### src/rtl/calc_pkg.sv
// Shared calculator types: BCD floating-point number, ALU opcode and digit helpers.
package calc_pkg;

    localparam int unsigned NumDigits = 8;
    localparam int unsigned ExpWidth  = 8;

    typedef logic [3:0] bcd_digit_t;

    typedef enum logic [1:0] {OP_ADD, OP_SUB, OP_MUL, OP_DIV} op_t;

    typedef struct packed {
        logic                       sign;
        logic signed [ExpWidth-1:0] exponent;
        logic [NumDigits*4-1:0]     sig;
    } num_t;

    function automatic logic isZero(num_t n);
        return n.sig == '0;
    endfunction

    // Returns {carry_out, digit}.
    function automatic logic [4:0] bcdAddDigit(bcd_digit_t a, bcd_digit_t b, logic cin);
        logic [4:0] t;
        t = {1'b0, a} + {1'b0, b} + {4'b0, cin};
        if (t > 5'd9) return {1'b1, 4'(t - 5'd10)};
        return {1'b0, t[3:0]};
    endfunction

    // Returns {borrow_out, digit}.
    function automatic logic [4:0] bcdSubDigit(bcd_digit_t a, bcd_digit_t b, logic bin);
        logic [5:0] t;
        t = {2'b0, a} - {2'b0, b} - {5'b0, bin};
        if (t[5]) return {1'b1, 4'(t + 6'd10)};
        return {1'b0, t[3:0]};
    endfunction

endpackage

### src/rtl/calc_bcd_digit_addsub.sv
// Combinational single BCD digit adder/subtractor with carry/borrow in and out.
module calc_bcd_digit_addsub
    import calc_pkg::*;
(
    input  bcd_digit_t a_i,
    input  bcd_digit_t b_i,
    input  logic       cin_i,
    input  logic       sub_i,
    output bcd_digit_t s_o,
    output logic       cout_o
);

    logic [4:0] res;

    always_comb begin
        res    = sub_i ? bcdSubDigit(a_i, b_i, cin_i) : bcdAddDigit(a_i, b_i, cin_i);
        s_o    = res[3:0];
        cout_o = res[4];
    end

endmodule

### src/rtl/calc_bcd_alu.sv
// Multi-cycle BCD floating-point ALU (add/sub/mul/div) behind a valid/ready handshake.
// Division datapath is present only when CALC_ALU_DIV_EN is defined.
module calc_bcd_alu
    import calc_pkg::*;
#(
    parameter int unsigned NumDigits = calc_pkg::NumDigits,
    parameter int unsigned ExpW      = calc_pkg::ExpWidth
) (
    input  logic clk_i,
    input  logic rst_i,
    input  num_t left_i,
    input  num_t right_i,
    input  op_t  op_i,
    input  logic in_valid_i,
    output logic in_ready_o,
    output num_t result_o,
    output logic overflow_o,
    output logic out_valid_o,
    input  logic out_ready_i
);

    localparam int unsigned W  = 4 * NumDigits;
    localparam int unsigned EW = ExpW + 2;

    typedef logic signed [EW-1:0] exp_t;
    typedef enum logic [2:0] {S_IDLE, S_ALIGN, S_ADDSUB, S_MUL, S_DIV, S_NORM, S_DONE} state_t;

    localparam exp_t       EZero   = '0;
    localparam exp_t       EOne    = exp_t'(1);
    localparam exp_t       ENum    = exp_t'(NumDigits);
    localparam exp_t       EMax    = exp_t'(NumDigits - 1);
    localparam exp_t       EMin    = -EMax;
    localparam logic [7:0] CntLast = 8'(NumDigits - 1);

    state_t         state_q, state_d;
    logic [W-1:0]   a_q, a_d, b_q, b_d;
    logic [2*W-1:0] acc_q, acc_d;
    logic [3:0]     mc_q, mc_d;
    exp_t           e_q, e_d, eb_q, eb_d;
    logic           sa_q, sa_d, sb_q, sb_d, carry_q, carry_d, ovf_q, ovf_d;
    logic [7:0]     cnt_q, cnt_d;
    num_t           res_q, res_d;
`ifdef CALC_ALU_DIV_EN
    logic [3:0]     qd_q, qd_d;
    logic           q0nz_q, q0nz_d;
`endif

    // Digit-serial unit for add/sub; parallel chain for mul/div partial steps.
    bcd_digit_t     ser_s;
    logic           ser_c;
    logic [W-1:0]   ch_y, ch_s;
    logic [NumDigits:0] ch_c;
    logic           ch_sub;

    calc_bcd_digit_addsub u_serial (
        .a_i   (a_q[3:0]),
        .b_i   (b_q[3:0]),
        .cin_i (carry_q),
        .sub_i (sa_q ^ sb_q),
        .s_o   (ser_s),
        .cout_o(ser_c)
    );

    assign ch_c[0] = 1'b0;
    for (genvar g = 0; g < NumDigits; g++) begin : g_chain
        calc_bcd_digit_addsub u_digit (
            .a_i   (acc_q[W+4*g +: 4]),
            .b_i   (ch_y[4*g +: 4]),
            .cin_i (ch_c[g]),
            .sub_i (ch_sub),
            .s_o   (ch_s[4*g +: 4]),
            .cout_o(ch_c[g+1])
        );
    end

    always_comb begin
        ch_y   = a_q;
        ch_sub = 1'b0;
`ifdef CALC_ALU_DIV_EN
        if (state_q == S_DIV) begin
            ch_y   = b_q;
            ch_sub = 1'b1;
        end
`endif
    end

    logic [3:0]     mul_top;
    logic [2*W-1:0] acc_sh;
    logic [W-1:0]   a_nxt;
    exp_t           diff;

    assign mul_top = mc_q + {3'b0, ch_c[NumDigits]};
    assign acc_sh  = {mc_q, acc_q[2*W-1:4]};
    assign a_nxt   = {ser_s, a_q[W-1:4]};
    assign diff    = e_q - eb_q;
`ifdef CALC_ALU_DIV_EN
    logic [3:0] div_top;
    logic       div_borrow;
    assign div_top    = mc_q - {3'b0, ch_c[NumDigits]};
    assign div_borrow = (mc_q == 4'd0) && ch_c[NumDigits];
`endif

    always_comb begin
        state_d = state_q;
        a_d     = a_q;
        b_d     = b_q;
        acc_d   = acc_q;
        mc_d    = mc_q;
        e_d     = e_q;
        eb_d    = eb_q;
        sa_d    = sa_q;
        sb_d    = sb_q;
        carry_d = carry_q;
        cnt_d   = cnt_q;
        res_d   = res_q;
        ovf_d   = ovf_q;
`ifdef CALC_ALU_DIV_EN
        qd_d    = qd_q;
        q0nz_d  = q0nz_q;
`endif
        unique case (state_q)
            S_IDLE: begin
                if (in_valid_i) begin
                    a_d     = left_i.sig;
                    b_d     = right_i.sig;
                    sa_d    = left_i.sign;
                    sb_d    = right_i.sign ^ (op_i == OP_SUB);
                    e_d     = exp_t'($signed(left_i.exponent));
                    eb_d    = exp_t'($signed(right_i.exponent));
                    acc_d   = '0;
                    mc_d    = '0;
                    carry_d = 1'b0;
                    cnt_d   = '0;
                    ovf_d   = 1'b0;
`ifdef CALC_ALU_DIV_EN
                    qd_d    = '0;
                    q0nz_d  = 1'b0;
`endif
                    case (op_i)
                        OP_MUL: begin
                            e_d     = exp_t'($signed(left_i.exponent))
                                    + exp_t'($signed(right_i.exponent));
                            state_d = S_MUL;
                        end
                        OP_DIV: begin
`ifdef CALC_ALU_DIV_EN
                            if (isZero(right_i)) begin
                                res_d   = '0;
                                ovf_d   = 1'b1;
                                state_d = S_DONE;
                            end else begin
                                acc_d[2*W-1:W] = left_i.sig;
                                e_d     = exp_t'($signed(left_i.exponent))
                                        - exp_t'($signed(right_i.exponent));
                                state_d = S_DIV;
                            end
`else
                            res_d   = '0;
                            ovf_d   = 1'b1;
                            state_d = S_DONE;
`endif
                        end
                        default: state_d = S_ALIGN;
                    endcase
                end
            end
            S_ALIGN: begin
                if (diff == EZero) begin
                    // Effective subtract: larger magnitude goes to a, keeping its sign.
                    if ((sa_q != sb_q) && (b_q > a_q)) begin
                        a_d  = b_q;
                        b_d  = a_q;
                        sa_d = sb_q;
                        sb_d = sa_q;
                    end
                    state_d = S_ADDSUB;
                end else if (diff >= ENum) begin
                    b_d  = '0;
                    eb_d = e_q;
                end else if (diff > EZero) begin
                    b_d  = b_q >> 4;
                    eb_d = eb_q + EOne;
                end else if (diff <= -ENum) begin
                    a_d = '0;
                    e_d = eb_q;
                end else begin
                    a_d = a_q >> 4;
                    e_d = e_q + EOne;
                end
            end
            S_ADDSUB: begin
                a_d     = a_nxt;
                b_d     = b_q >> 4;
                carry_d = ser_c;
                cnt_d   = cnt_q + 8'd1;
                if (cnt_q == CntLast) begin
                    if (ser_c && (sa_q == sb_q)) begin
                        a_d = {4'd1, a_nxt[W-1:4]};
                        e_d = e_q + EOne;
                    end
                    state_d = S_NORM;
                end
            end
            S_MUL: begin
                if (b_q[3:0] != 4'd0) begin
                    mc_d             = mul_top;
                    acc_d[2*W-1:W]   = ch_s;
                    b_d[3:0]         = b_q[3:0] - 4'd1;
                end else begin
                    acc_d = acc_sh;
                    mc_d  = '0;
                    b_d   = b_q >> 4;
                    cnt_d = cnt_q + 8'd1;
                    if (cnt_q == CntLast) begin
                        if (acc_sh[2*W-1:2*W-4] != 4'd0) begin
                            a_d = acc_sh[2*W-1:W];
                            e_d = e_q + EOne;
                        end else begin
                            a_d = acc_sh[2*W-5:W-4];
                        end
                        sa_d    = sa_q ^ sb_q;
                        state_d = S_NORM;
                    end
                end
            end
`ifdef CALC_ALU_DIV_EN
            S_DIV: begin
                if (!div_borrow) begin
                    mc_d           = div_top;
                    acc_d[2*W-1:W] = ch_s;
                    qd_d           = qd_q + 4'd1;
                end else begin
                    // Remainder times ten; quotient digit shifted into a.
                    a_d            = {a_q[W-5:0], qd_q};
                    mc_d           = acc_q[2*W-1:2*W-4];
                    acc_d[2*W-1:W] = {acc_q[2*W-5:W], 4'd0};
                    qd_d           = '0;
                    cnt_d          = cnt_q + 8'd1;
                    if (cnt_q == 8'd0) q0nz_d = (qd_q != 4'd0);
                    if ((cnt_q == 8'(NumDigits)) || ((cnt_q == CntLast) && q0nz_q)) begin
                        if (!q0nz_q) e_d = e_q - EOne;
                        sa_d    = sa_q ^ sb_q;
                        state_d = S_NORM;
                    end
                end
            end
`endif
            S_NORM: begin
                if (a_q == '0) begin
                    res_d   = '0;
                    ovf_d   = 1'b0;
                    state_d = S_DONE;
                end else if (a_q[W-1:W-4] == 4'd0) begin
                    a_d = a_q << 4;
                    e_d = e_q - EOne;
                end else if ((e_q > EMax) || (e_q < EMin)) begin
                    res_d   = '0;
                    ovf_d   = 1'b1;
                    state_d = S_DONE;
                end else begin
                    res_d.sign     = sa_q;
                    res_d.exponent = e_q[ExpW-1:0];
                    res_d.sig      = a_q;
                    state_d        = S_DONE;
                end
            end
            S_DONE: begin
                if (out_ready_i) state_d = S_IDLE;
            end
            default: state_d = S_IDLE;
        endcase
    end

    always_ff @(posedge clk_i or posedge rst_i) begin
        if (rst_i) begin
            state_q <= S_IDLE;
            a_q     <= '0;
            b_q     <= '0;
            acc_q   <= '0;
            mc_q    <= '0;
            e_q     <= '0;
            eb_q    <= '0;
            sa_q    <= 1'b0;
            sb_q    <= 1'b0;
            carry_q <= 1'b0;
            cnt_q   <= '0;
            res_q   <= '0;
            ovf_q   <= 1'b0;
`ifdef CALC_ALU_DIV_EN
            qd_q    <= '0;
            q0nz_q  <= 1'b0;
`endif
        end else begin
            state_q <= state_d;
            a_q     <= a_d;
            b_q     <= b_d;
            acc_q   <= acc_d;
            mc_q    <= mc_d;
            e_q     <= e_d;
            eb_q    <= eb_d;
            sa_q    <= sa_d;
            sb_q    <= sb_d;
            carry_q <= carry_d;
            cnt_q   <= cnt_d;
            res_q   <= res_d;
            ovf_q   <= ovf_d;
`ifdef CALC_ALU_DIV_EN
            qd_q    <= qd_d;
            q0nz_q  <= q0nz_d;
`endif
        end
    end

    assign in_ready_o  = (state_q == S_IDLE);
    assign out_valid_o = (state_q == S_DONE);
    assign result_o    = res_q;
    assign overflow_o  = ovf_q;

endmodule

### config.mk
export PLATFORM = sky130hd
export DESIGN_NAME = calc_bcd_alu
export DESIGN_NICKNAME = d
export VERILOG_FILES = /design/src/rtl/calc_pkg.sv /design/src/rtl/calc_bcd_digit_addsub.sv /design/src/rtl/calc_bcd_alu.sv
export SDC_FILE = /design/constraint.sdc
export NUM_CORES = 1
export LEC_CHECK = 0
export BUFFER_PORTS_ARGS = -buffer_cell sky130_fd_sc_hd__buf_4
export CORE_MARGIN = 4
export CORE_UTILIZATION = 54
export DETAILED_ROUTE_END_ITERATION = 10
export GPL_TIMING_DRIVEN = 0
export PLACE_DENSITY = 0.73
export SLEW_MARGIN = 20
export SYNTH_ARGS = -nofsm -noshare
export SYNTH_HDL_FRONTEND = slang
export SYNTH_HIERARCHICAL = 1
export SYNTH_SLANG_ARGS = --single-unit
### constraint.sdc
create_clock -name clk_i -period 19 [get_ports clk_i]
set_input_delay 0.95 -clock clk_i [delete_from_list [all_inputs] [get_ports clk_i]]
set_output_delay 0.95 -clock clk_i [all_outputs]
set_load 0.02 [all_outputs]
After elaboration in Yosys (flattened, before gate mapping)
Index checks and enable logic that the tools add are counted.

Memories: 0. RAM bits: 0. ROM bits: 0. Bits in latches: 0. Bits in registers: 208. Word-level logic and storage cells: 250. Output and inout port bits: 44.

$add $sub $neg: 37. Reduce and logical (&&, ||, !) cells: 31. Div/mod/pow operators: 0. Muxes and demuxes: 115. $mul: 0. Bitwise gates (word level): 2. Equal/unequal tests: 33. Shift operators: 0. $lt $le $gt $ge: 15.

Operators with widths (number): $mux 32 (19); $mux 41 (5); $mux 10 (17); $pmux 32 s5 (1); $pmux 32 s4 (1); $pmux 64 s2 (1); $mux 5 (21); $pmux 41 s2 (1); $mux 64 (1); $mux 28 (2); $pmux 10 s5 (1); $add 4x4->5 (9); $gt 5x4->1 const B (9); $add 5x1->5 (8); $sub 4x4->4 const B (9); $gt 32x32->1 (1); $logic_not 32->1 (1); $ne 2x2->1 const B (13); $mux 1 (24); $pmux 8 s3 (1); $mux 3 (7); $add 10x2->10 const B (2); $pmux 10 s2 (1); $reduce_and 4->1 (5); other kinds (48) (73).

Logic depth before layout (Yosys ltp)
Depth after elaboration: 35. Mapped depth: 85.

Hierarchy
Netlist, hierarchy kept.

Modules (own cells, without submodules): calc_bcd_alu (cells each 1646, instances 1, area an instance 13040.0 sq um); calc_bcd_digit_addsub (cells each 67, instances 9, area an instance 558.0 sq um).

Worst setup path after synthesis
OpenSTA, ideal clock, no wires.

Kind: register to register. Start: reg a_q[0]. End: reg mc_q[1]. Cell stages (with the launch flop): 84. Path buffers: 0. Slack: 4766 ps. Arrival time: 14113 ps. Clock period less this slack: 14234 ps. Path through: dfrtp_1 inv_1 fa_1 inv_1 fa_1 xor2_1 ha_1 a22o_1 o21ai_2 nor2_1 a21oi_1 inv_1 fa_1 inv_1 fa_1 inv_1 ha_1 a22o_1 [... 48 more ...] ha_1 a22o_1 o21ai_2 nor2_1 a21oi_1 inv_1 fa_1 inv_1 fa_1 inv_1 ha_1 a22o_1 o21ai_2 nor2_1 a21oi_1 ha_1 ha_1 a22o_1.

Longest elaborated chain between the ends: 35.

RTL lines: start, declared (RTL line calc_bcd_alu.sv:36) `logic [W-1:0] a_q, a_d, b_q, b_d;`; start signal, assigned (RTL line calc_bcd_alu.sv:277) `a_q <= '0;`; start signal, assigned (RTL line calc_bcd_alu.sv:295) `a_q <= a_d;`; $add 4x4->5 (RTL line calc_pkg.sv:24) `t = {1'b0, a} + {1'b0, b} + {4'b0, cin};`; $gt 5x4->1 (RTL line calc_pkg.sv:25) `if (t > 5'd9) return {1'b1, 4'(t - 5'd10)};`; $mux 1 (RTL line calc_pkg.sv:25); $mux 5 (RTL line calc_pkg.sv:26) `return {1'b0, t[3:0]};`; via ch_c[1] (RTL line calc_bcd_alu.sv:52) `logic [NumDigits:0] ch_c;`; $add 5x1->5 (RTL line calc_pkg.sv:24); $gt 5x4->1 (RTL line calc_pkg.sv:25); $mux 1 (RTL line calc_pkg.sv:25); [... 1 more ...]; via ch_c[2] (RTL line calc_bcd_alu.sv:52); [... 4 more ...]; via ch_c[3] (RTL line calc_bcd_alu.sv:52); [... 4 more ...]; via ch_c[4] (RTL line calc_bcd_alu.sv:52); [... 4 more ...]; via ch_c[5] (RTL line calc_bcd_alu.sv:52); [... 4 more ...]; via ch_c[6] (RTL line calc_bcd_alu.sv:52); [... 4 more ...]; via ch_c[7] (RTL line calc_bcd_alu.sv:52); $add 5x1->5 (RTL line calc_pkg.sv:24); $gt 5x4->1 (RTL line calc_pkg.sv:25); $mux 1 (RTL line calc_pkg.sv:25); $mux 5 (RTL line calc_pkg.sv:26); via ch_c[8] (RTL line calc_bcd_alu.sv:52); $add 4x1->4 (RTL line calc_bcd_alu.sv:92) `assign mul_top = mc_q + {3'b0, ch_c[NumDigits]};`; $mux 4 (RTL line calc_bcd_alu.sv:205) `if (b_q[3:0] != 4'd0) begin`; $pmux 4 s2 (RTL line calc_bcd_alu.sv:121) `unique case (state_q)`; end signal, assigned (RTL line calc_bcd_alu.sv:298) `mc_q <= mc_d;`; end, declared (RTL line calc_bcd_alu.sv:38) `logic [3:0] mc_q, mc_d;`.

The timed path passes the listed nets, and every way through them passes these cells. A chain may end at the register's enable or synchronous reset.

Worst setup path after layout
Start: reg a_q[0]. End: reg mc_q[2].

The elaborated chain is that of the path after synthesis.

==> flow_summary_export.csv <==
group,metric,value,unit
logic_synthesis,yosysWarningCount,6,
power,vdd_drop_max,0.0757,mV
logic_synthesis,synth_enable_flop_cells,0,
routing,antenna_violating_nets_post_route,0,
worst_setup_path,cp_peak_stage_delay,0.69,ns
floorplanning,initial_utilization,55.1,%
finish,layout.cell_area.non_filler,20300,µm²
global_route,grt_max_degree,92,
placed_design,place.detailed.hpwl,48300,µm
worst_setup_path,critical_path.endpoint_type,"flip-flop",
timing,grt_setup_unrepaired,"false",
cts,number_of_cts_inserted_buffers,17,
timing,final_period_minus_worst_setup_slack,16.21,ns
cts,postCtsHoldBufs,0,
logic_synthesis,postSynthRegisterBits,176,
cts,cts_htree_levels,4,
finish,area_delta_synth_final,12.4,%
finish,num-fill-cells,2958,
cts,ctsResizeCount,0,
routing,post_detailed_route_drc_marker_count,0,
status,run_status,"finished clean",
placed_design,port_buffers,131,
power,power-per-cell-area,127,nW/µm²
finish,layout_common_cells,"sky130_fd_sc_hd__nand2_1 (263), sky130_fd_sc_hd__o21ai_0 (176), sky130_fd_sc_hd__dfrtp_1 (176)",
timing,worst_slew_pin_slew,1.06,ns
cts,clock_sinks,176,
logic_synthesis,synthesized_area_divided_by_synthesized_cell_count,8.03,µm²
finish,antenna_cells,0,
cts,clock-root-buffer,"sky130_fd_sc_hd__clkbuf_16",
placed_design,dpl_cell_area,19700,µm²
cts,cts_buffer_depth,2,
power,power.leakage,9.36,nW
timing,final_hold_viol_count,0,
worst_setup_path,cpMaxStageDelayCell,"sky130_fd_sc_hd__dfrtp_1",
global_route,globalRouteTotalUtil,33.9,%
floorplanning,dieArea,36400,µm²
worst_setup_path,critical_path_arrival,16.54,ns
finish,layout_commonest_cell,"sky130_fd_sc_hd__nand2_1",
worst_setup_path,critical_path_class,"reg2reg",
timing,final-setup-viol-count,0,
floorplanning,pin_count,132,
global_route,grt_overflow,0,
logic_synthesis,seq_area_frac_synth,24.4,%
finish,final_core_utilization,61.9,%
global_route,first_global_vias,18047,
placed_design,finalWeightedCongestion,1.04,
worst_setup_path,worstSetupStartpointType,"flip-flop",
finish,drive_gt1_share,12.1,%
job,max_cap_viols,0,
floorplanning,floorplan.die.width,191,µm
global_route,met1_layer_usage_reported_by_global_route,44.7,%
logic_synthesis,ys_async_sr_fraction,100,%
timing,report.final.slew_viol_count,0,
cts,clock_latency,0.46,ns
global_route,use_met2,54.4,%
global_route,grt.busiest_layer,"met2",
routing,drt_pre_antenna_iters,6,
timing,post-route-period-util,85.3,%
worst_setup_path,regToRegSetupSlack,2.79,ns
cts,cts.reportedPaths.clkPinSlew,0.08,ns
worst_setup_path,timing.critical_path.required,19.33,ns
global_route,gr-usage-met3,7.29,%
min_path,hp-class,"reg2reg",
routing,route.vias.total,18276,
logic_synthesis,netlist-cell-type-count,76,
timing,final.setup_skew,0.0146,ns
floorplanning,die-height,191,µm
floorplanning,core-area,32800,µm²
routing,drt_first_iter_violations,2249,
timing,timing.setup.tns,0,ns
routing,wl,62400,µm
logic_synthesis,syn-cell-area,18100,µm²
cts,postCtsSetupBuffers,0,
logic_synthesis,postSynthCellCount,2249,
floorplanning,placementRows,66,
global_route,grt_pass1_wl,98000,µm
timing,hold_ws,0.483,ns
finish,nNetsFinal,2681,
power,total_power,0.00258,W
cts,clock_tree_from_tritoncts,"built",
timing,clock.fmax,61.7,MHz
worst_setup_path,timing.critical_path.fanout_max,9,
routing,routed_via_density,6.38,
global_route,antenna_found_initial,0,
routing,route.detailed.wl_per_inst,21.8,µm
logic_synthesis,synth-main-ff-cell,"sky130_fd_sc_hd__dfrtp_1",
timing,relative_slew_margins,29.0,%
-- area by class of cell --
type / instances / area, µm² / area share (%)
plain buffers: 157 / 699 / 3.45
clock buffers: 18 / 439 / 2.16
clock inverters: 14 / 195 / 0.961
inverters: 174 / 661 / 3.25
multi-input cells: 1751 / 12300 / 60.8
flip-flops and latches: 176 / 4400 / 21.7
well taps: 442 / 553 / 2.72
repair buffers: 132 / 1010 / 4.98
-- metal layers --
| metal | vias to the layer above | part of all wire (%) |
|---|---|---|
| met5 | - | 0 |
| li1 | 8280 | - |
| met2 | 1004 | 46 |
| met1 | 8786 | 40 |
| met4 | 0 | 4.1 |
| met3 | 206 | 9.8 |
-- Yosys cell counts (all sizes together) (26+ instances only) --
library cell / count / share of area, %
a21oi: 154 / 4.5
a221oi: 30 / 1.5
buf: 40 / 1.4
clkbuf: 117 / 2.4
dfrtp: 176 / 24
fa: 29 / 3.2
ha: 155 / 11
inv: 174 / 3.6
mux2: 45 / 2.8
mux2i: 72 / 4.0
nand2: 272 / 5.8
nand2b: 26 / 0.90
nand3: 87 / 2.4
nor2: 160 / 3.3
nor3: 33 / 0.91
o21ai: 199 / 5.9
o22ai: 26 / 0.90
o31ai: 35 / 1.5
xnor2: 65 / 3.2
xor2: 39 / 2.3
-- power by group --
group	switching (W)	leakage (nW)	internal, W	total [W]
registers	0.0000968	2.30	0.000411	0.000508
logic	0.000944	6.76	0.000739	0.00168
clock network	0.000192	0.304	0.000195	0.000386
total	0.00123	9.36	0.00134	0.00258
-- per-stage QoR --
step | cells | worst slack, ns
finish | 2864 | 2.79
global route | 2864 | 1.61
CTS | 2864 | 2.91
detailed placement | 2832 | 2.90
global placement | 2831 | 3.46
floorplan | 2258 | 4.77
-- worst paths after layout --
| check | from | endpoint | cells past startpoint |
|---|---|---|---|
| min in group asynchronous | rst_i | e_q[9]$_DFFE_PP0P_ | 2 |
| worst min-delay path | result_o[39]$_DFFE_PP0P_ | result_o[39]$_DFFE_PP0P_ | 1 |
| worst max register to register | a_q[0]$_DFFE_PP0P_ | mc_q[2]$_DFFE_PP0P_ | 85 |
| worst max-delay path | a_q[0]$_DFFE_PP0P_ | mc_q[2]$_DFFE_PP0P_ | 85 |
| max in group asynchronous | rst_i | b_q[11]$_DFFE_PP0P_ | 3 |
| worst min register to register | result_o[39]$_DFFE_PP0P_ | result_o[39]$_DFFE_PP0P_ | 1 |
-- critical path, delay by kind of cell, from the launching register on --
family,cells,cell delay [ns]
xor gates and xnor gates,8,0.92
AOI/OAI and AO/OA,26,5.37
adders and majority gates,26,7.17
and+or+nand+nor,9,0.53
DFF,1,0.69
buffers and inverters,16,1.39
-- cells by family after synthesis --
| family | Yosys count | synth area share [%] |
|---|---|---|
| and+or+nand+nor | 671 | 17.5 |
| AOI/OAI and AO/OA | 665 | 24.5 |
| buffers and inverters | 331 | 7.49 |
| adders and majority gates | 184 | 14.0 |
| DFF | 176 | 24.4 |
| muxes | 117 | 6.80 |
| xor gates and xnor gates | 104 | 5.42 |
| other | 1 | 0.0208 |
-- registers in the layout (all words and copies together) (netlist names), 3 cells and up --
signal / cells
a_q: 32
acc_q: 32
b_q: 32
cnt_q: 8
e_q: 10
eb_q: 10
mc_q: 4
result_o: 41
state_q: 3
Power figures use the tool's default switching activity.
